### config.mk
export PLATFORM = sky130hd
export DESIGN_NAME = uart_frame_assembler
export DESIGN_NICKNAME = d
export VERILOG_FILES = /design/src/rtl/uart_frame_assembler.sv
export SDC_FILE = /design/constraint.sdc
export NUM_CORES = 1
export LEC_CHECK = 0
export CORE_MARGIN = 3
export CORE_UTILIZATION = 45
export CTS_BUF_LIST = sky130_fd_sc_hd__clkbuf_8
export DETAILED_ROUTE_END_ITERATION = 12
export PLACE_DENSITY = 0.8
export SLEW_MARGIN = 20
export SYNTH_ARGS = -nofsm -noshare
export SYNTH_HDL_FRONTEND = slang
export SYNTH_SLANG_ARGS = --single-unit
### constraint.sdc
create_clock -name i_clk -period 2.1 [get_ports i_clk]
set_clock_uncertainty 0.2 [all_clocks]
set_input_delay 0.21 -clock i_clk [delete_from_list [all_inputs] [get_ports i_clk]]
set_output_delay 0.21 -clock i_clk [all_outputs]
set_load 0.01 [all_outputs]
### src/rtl/uart_frame_assembler.sv
// Assembles UART bytes into an {A, B, opcode} frame held until acknowledged.
// Optional inter-byte timeout enabled by defining UART_FRAME_TIMEOUT_EN.
module uart_frame_assembler #(
  parameter int DATA_W      = 8,
  parameter int OP_W        = 6,
  parameter int TIMEOUT_CYC = 100000
) (
  input  logic              i_clk,
  input  logic              i_reset,
  input  logic              i_rx_done,
  input  logic [7:0]        i_data,
  input  logic              i_ack,
  output logic [DATA_W-1:0] o_data_A,
  output logic [DATA_W-1:0] o_data_B,
  output logic [OP_W-1:0]   o_data_OPCODE,
  output logic              o_done,
  output logic              o_overrun,
  output logic              o_timeout
);

  localparam int NB          = DATA_W / 8;
  localparam int FRAME_BYTES = 2 * NB + 1;
  localparam int CNT_W       = $clog2(FRAME_BYTES + 1);
  localparam logic [CNT_W-1:0] LAST_IDX = CNT_W'(FRAME_BYTES - 1);

  if (TIMEOUT_CYC < 2 || OP_W < 1 || OP_W > 8 || (DATA_W % 8) != 0 || DATA_W < 8 || DATA_W > 32)
    $error("uart_frame_assembler: illegal parameter value");

  typedef enum logic [1:0] {IDLE, COLLECT, VALID} state_t;

  state_t              state_q, state_d;
  logic [CNT_W-1:0]    cnt_q, cnt_d;
  logic [2*DATA_W-1:0] buf_q, buf_d;
  logic [DATA_W-1:0]   a_q, a_d, b_q, b_d;
  logic [OP_W-1:0]     op_q, op_d;
  logic                overrun_q, overrun_d;

`ifdef UART_FRAME_TIMEOUT_EN
  localparam int TMO_W = $clog2(TIMEOUT_CYC + 1);
  localparam logic [TMO_W-1:0] TMO_LAST = TMO_W'(TIMEOUT_CYC - 1);
  logic [TMO_W-1:0] tmo_q, tmo_d;
  logic             timeout_q, timeout_d;
`endif

  always_comb begin
    state_d   = state_q;
    cnt_d     = cnt_q;
    buf_d     = buf_q;
    a_d       = a_q;
    b_d       = b_q;
    op_d      = op_q;
    overrun_d = 1'b0;
`ifdef UART_FRAME_TIMEOUT_EN
    timeout_d = 1'b0;
    tmo_d     = (state_q == COLLECT && !i_rx_done && tmo_q != TMO_LAST) ? tmo_q + TMO_W'(1) : '0;
`endif
    case (state_q)
      IDLE, COLLECT: begin
        if (i_rx_done) begin
          if (cnt_q == LAST_IDX) begin
            // Final byte is the opcode; operands come from the buffered bytes.
            a_d     = buf_q[DATA_W-1:0];
            b_d     = buf_q[2*DATA_W-1:DATA_W];
            op_d    = i_data[OP_W-1:0];
            cnt_d   = '0;
            state_d = VALID;
          end else begin
            for (int unsigned i = 0; i < 2 * NB; i++)
              if (cnt_q == CNT_W'(i)) buf_d[i*8 +: 8] = i_data;
            cnt_d   = cnt_q + CNT_W'(1);
            state_d = COLLECT;
          end
        end
`ifdef UART_FRAME_TIMEOUT_EN
        else if (state_q == COLLECT && tmo_q == TMO_LAST) begin
          cnt_d     = '0;
          state_d   = IDLE;
          timeout_d = 1'b1;
        end
`endif
      end
      VALID: begin
        if (i_ack) begin
          state_d = IDLE;
          if (i_rx_done) begin
            buf_d[7:0] = i_data;
            cnt_d      = CNT_W'(1);
            state_d    = COLLECT;
          end
        end else if (i_rx_done) begin
          overrun_d = 1'b1;
        end
      end
      default: begin
        state_d = IDLE;
        cnt_d   = '0;
      end
    endcase
  end

  always_ff @(posedge i_clk or posedge i_reset) begin
    if (i_reset) begin
      state_q   <= IDLE;
      cnt_q     <= '0;
      buf_q     <= '0;
      a_q       <= '0;
      b_q       <= '0;
      op_q      <= '0;
      overrun_q <= 1'b0;
    end else begin
      state_q   <= state_d;
      cnt_q     <= cnt_d;
      buf_q     <= buf_d;
      a_q       <= a_d;
      b_q       <= b_d;
      op_q      <= op_d;
      overrun_q <= overrun_d;
    end
  end

`ifdef UART_FRAME_TIMEOUT_EN
  always_ff @(posedge i_clk or posedge i_reset) begin
    if (i_reset) begin
      tmo_q     <= '0;
      timeout_q <= 1'b0;
    end else begin
      tmo_q     <= tmo_d;
      timeout_q <= timeout_d;
    end
  end
  assign o_timeout = timeout_q;
`else
  assign o_timeout = 1'b0;
`endif

  assign o_data_A      = a_q;
  assign o_data_B      = b_q;
  assign o_data_OPCODE = op_q;
  assign o_done        = (state_q == VALID);
  assign o_overrun     = overrun_q;

endmodule

# After elaboration in Yosys (flattened, before gate mapping)
# Cells that the tools add are included.
# op_classes
add_sub_neg,1
n_mul,0
div,0
magnitude_cmp,0
n_eq_ne,9
shifts,0
mux,19
bitwise,1
n_reduce_logical,9
# ops
cell,count
$mux 8,5
$pmux 8 s2,1
$mux 2,7
$ne 2x2->1 const B,5
$pmux 2 s2,2
$reduce_and 3->1,2
$reduce_and 6->1,1
$eq 2x1->1 const B,2
$eq 2x2->1 const B,2
$logic_not 2->1,2
$mux 1,4
$reduce_and 4->1,1
$add 2x1->2 const B,1
$reduce_and 2->1,1
$reduce_bool 2->1,1
$reduce_or 2->1,1
$not 1->1,1
# word_totals
ff_bits,43
latch_bits,0
ram_bits,0
romBits,0
input_bits,12
out_inout_bits,25
word_cells,47
memories,0

# Longest topological paths before layout
# logic_depth
depth_word,5
mapped_depth,5
depth_no_buf,3

# Least setup slack after synthesis
# Ideal clock, no wire load.
# synth_path
path_type,flip-flop to flip-flop
startpoint,register state_q[1]
endpoint,register buf_q[1]
setup_time_ns,0.125
arrival_time_ns,1.342
t_required_ns,1.775
slack_ns,0.434
path_stages_with_launch,5
n_path_buf,1
period_less_slack_ns,1.666
path_cell_list,dfrtp_1 -> nor2b_1 -> buf_6 -> a31oi_4 -> mux2_2
# synth_between
word_cells_on_any_way,12
classes_between,eq/ne (7); mux (1); reduce/logical (4)
# synth_rtl
element,line,source
start: declaration,31,"state_t state_q, state_d;"
start signal: assignment,111,state_q <= state_d;
$eq 2x2->1 (*),-,
net o_done,16,"output logic o_done,"
$ne 2x2->1 (no line) or $reduce_bool 2->1 (tied branches),-,
$reduce_and 6->1 (no line),-,
end signal: assignment,113,buf_q <= buf_d;
end: declaration,33,"logic [2*DATA_W-1:0] buf_q, buf_d;"
# Mark *: on every way through the listed nets, which the timed path passes. The rest lies on a longest branch.
# A chain may end at the register's enable or synchronous reset.

# Worst setup path in the final report
# layout_path
startpoint,register state_q[1]
endpoint,output o_done
# layout_between
elab_chain_cells,1
# layout_lines
element,line,source
$eq 2x2->1,139,assign o_done = (state_q == VALID);
end: declaration,16,
# Every way passes these cells.

==> run metrics <==
Final TNS setup 0 ns; crit end category output pin; Max FO, Critical Path 8; number of max-cap violations 0; Netlist Area Pre-Place 1722 um2; die height 67.86 um; RR Startpoint state_q[1]; DR vias/cell 5.150; EDFF count, synth 0; Sink Count 43; synthesized flop and latch total 43; initial antenna violation count 0; Startpoint Class flop; Reg2Reg Setup Slack 0.26 ns; total CTS buffers 5; R2R Path End buf_q[2]; Core Util, Final 62.48%; initial core utilization 49.27%; Fin. Hold Viols 0; Worst Setup Path Type reg -> out; Setup violations, final 0; nets 160; post-route ant nets 0; Slew Limit Fails 0; Crit path required time 1.69 ns; Seq/Total Area, Yosys 62.50%; Crit path arrival time 1.54 ns; DR WL/cell 15.70 um; initial DRC count 77; die width ~68 um; Clock Latency Late Sink 0.29 ns; synthesis-to-finish area growth 26.82%; R2R cell count 4; synthesized instance count ~110; cell with the most instances after synthesis dfrtp_1; layout cells sized above 1 32.65%; cell taking the most area after synthesis dfrtp_1; synth unique cells 23; syn_area_per_cell 15.79 um2; cts hold-fix bufs 0; I/O Buffers 35; row count 21; core area 3495 um2; Clock H-tree levels 2; number of synthesis warnings 0; run status finished, final reports clean; Most used DFF post-synth dfrtp_1; net count after synthesis 121; first-pass GRT wire length 5216 um; worst vdd ir 0.0006712 V; Worst Tran Pin Value 0.5373 ns; max_slew headroom between 60% and 70%; Synth top area share 62.50%; num ports 37; die area 4604 um2; largest net degree at the start of global routing 44; Max Fclk 513.1 MHz; top cells by area, synth dfrtp_1, mux2_2, buf_6; Hold Crit Class in -> async; async set-reset flop share out of synthesis 100.0%; HPWL after DPL 2108 um; Final Wtd Congestion 0.6981; CTS max path bufs 2; total gr overflow 0; fin crit share 92.80%; clock-pin slew on the worst setup and hold paths 0.07 ns; Leak 0.9391 nW; number of diodes 0; WL final approximately 3000 um; vias in the first global route 1101; CTS tree done; PD cells around 1500 nW/um2; Vias 994; Synth top cells by count dfrtp_1, mux2_2, buf_6; RSZ-0062 raised after global routing false; crit path time final 1.949 ns; DRC viols 0; Detailed Routing Iterations Pass 1 4; Total GRT Usage 15.96%; CTS root buf clkbuf_8
==> flip-flops by register name, summed over array words and instances (netlist names) <==
register       count
buf_q             16
o_data_A           8
o_data_B           8
o_data_OPCODE      6
cnt_q              2
state_q            2
o_overrun          1
==> worst max-delay path by stage <==
stage | depth (start not counted) | from | endpoint | slack, ns
final | 2 | state_q[1] | o_done | 0.15
after global routing | 2 | state_q[1] | o_done | 0.06
after CTS | 2 | state_q[1] | o_done | 0.08
after detailed placement | 4 | i_rx_done | buf_q[6] | 0.19
after global placement | 4 | i_rx_done | buf_q[2] | 0.26
after floorplan | 4 | state_q[1] | buf_q[1] | 0.43
==> final cells by class <==
class,count,area (um2)
clock inverters,1,3.754
fillers,291,1311
inverters,2,7.507
flip-flops and latches,43,1077
repair buffers,39,392.9
clock buffers,5,68.82
multi-input cells,57,575.6
well taps,46,57.56
==> cells in the final DEF (no fill, tap or decap) <==
cell type	instances
o21ai_0	2
nor3b_1	1
and3b_1	1
a21oi_1	1
a21o_1	2
conb_1	1
clkbuf_8	5
a21boi_0	1
buf_4	3
buf_12	1
clkdlybuf4s50_1	35
and4bb_2	1
nor2b_1	2
dfrtp_2	1
nand2b_1	1
o2bb2ai_1	1
mux2_2	35
dfrtp_1	42
and3_1	1
nor2_1	1
nor4b_2	1
mux2_1	3
a31oi_4	1
nand2_1	1
inv_1	3
==> per-layer routing <==
layer	routed length, um	vias up	GRT usage, %	part of all wire [%]
met5	0	-	0	0
met4	42	0	5.955	1.4
met3	239	4	6.568	7.9
met2	1418	32	24.54	47
met1	1329	501	20.26	44
li1	-	457	-	-
==> critical path, stage by stage (launching register included) <==
cell and delay [ns]:
dfrtp_2 0.44, nor2b_1 0.24, clkdlybuf4s50_1 0.57
==> cell families (layout without fill, tap and decap cells) <==
kind of cell    Yosys count  in the layout  synth area share (%)
flops                    43             43                 62.50
other cells               1              1                0.2178
buf+inv                   9             47                 4.070
compound gates            8              8                 3.924
mux                      38             38                 24.85
simple gates             10             10                 4.433
==> metrics by stage <==
step                hold WS [ns]  instance area, um2  instances  worst slack (ns)  power [mW]
finish                    0.1552                2183        193            0.1511       3.186
global route              0.2038                2183        193           0.06061       3.411
CTS                       0.1522                2182        193           0.07992       3.247
detailed placement        0.2845                2110        187            0.1896       2.759
global placement          0.2701                2110        187            0.2569       2.686
floorplan                 0.1417                1722        109            0.4337       2.149
==> power breakdown <==
part / internal (mW) / switching, mW
logic: 0.814 / 0.442
clock network: 0.216 / 0.248
registers: 1.24 / 0.226
==> timing repair <==
action,4_1_cts,5_1_grt
setup buffers,0,0
resized for setup,0,1
endpoints found under the setup margin,0,1
No activity file was read; power rests on OpenSTA's default activity.
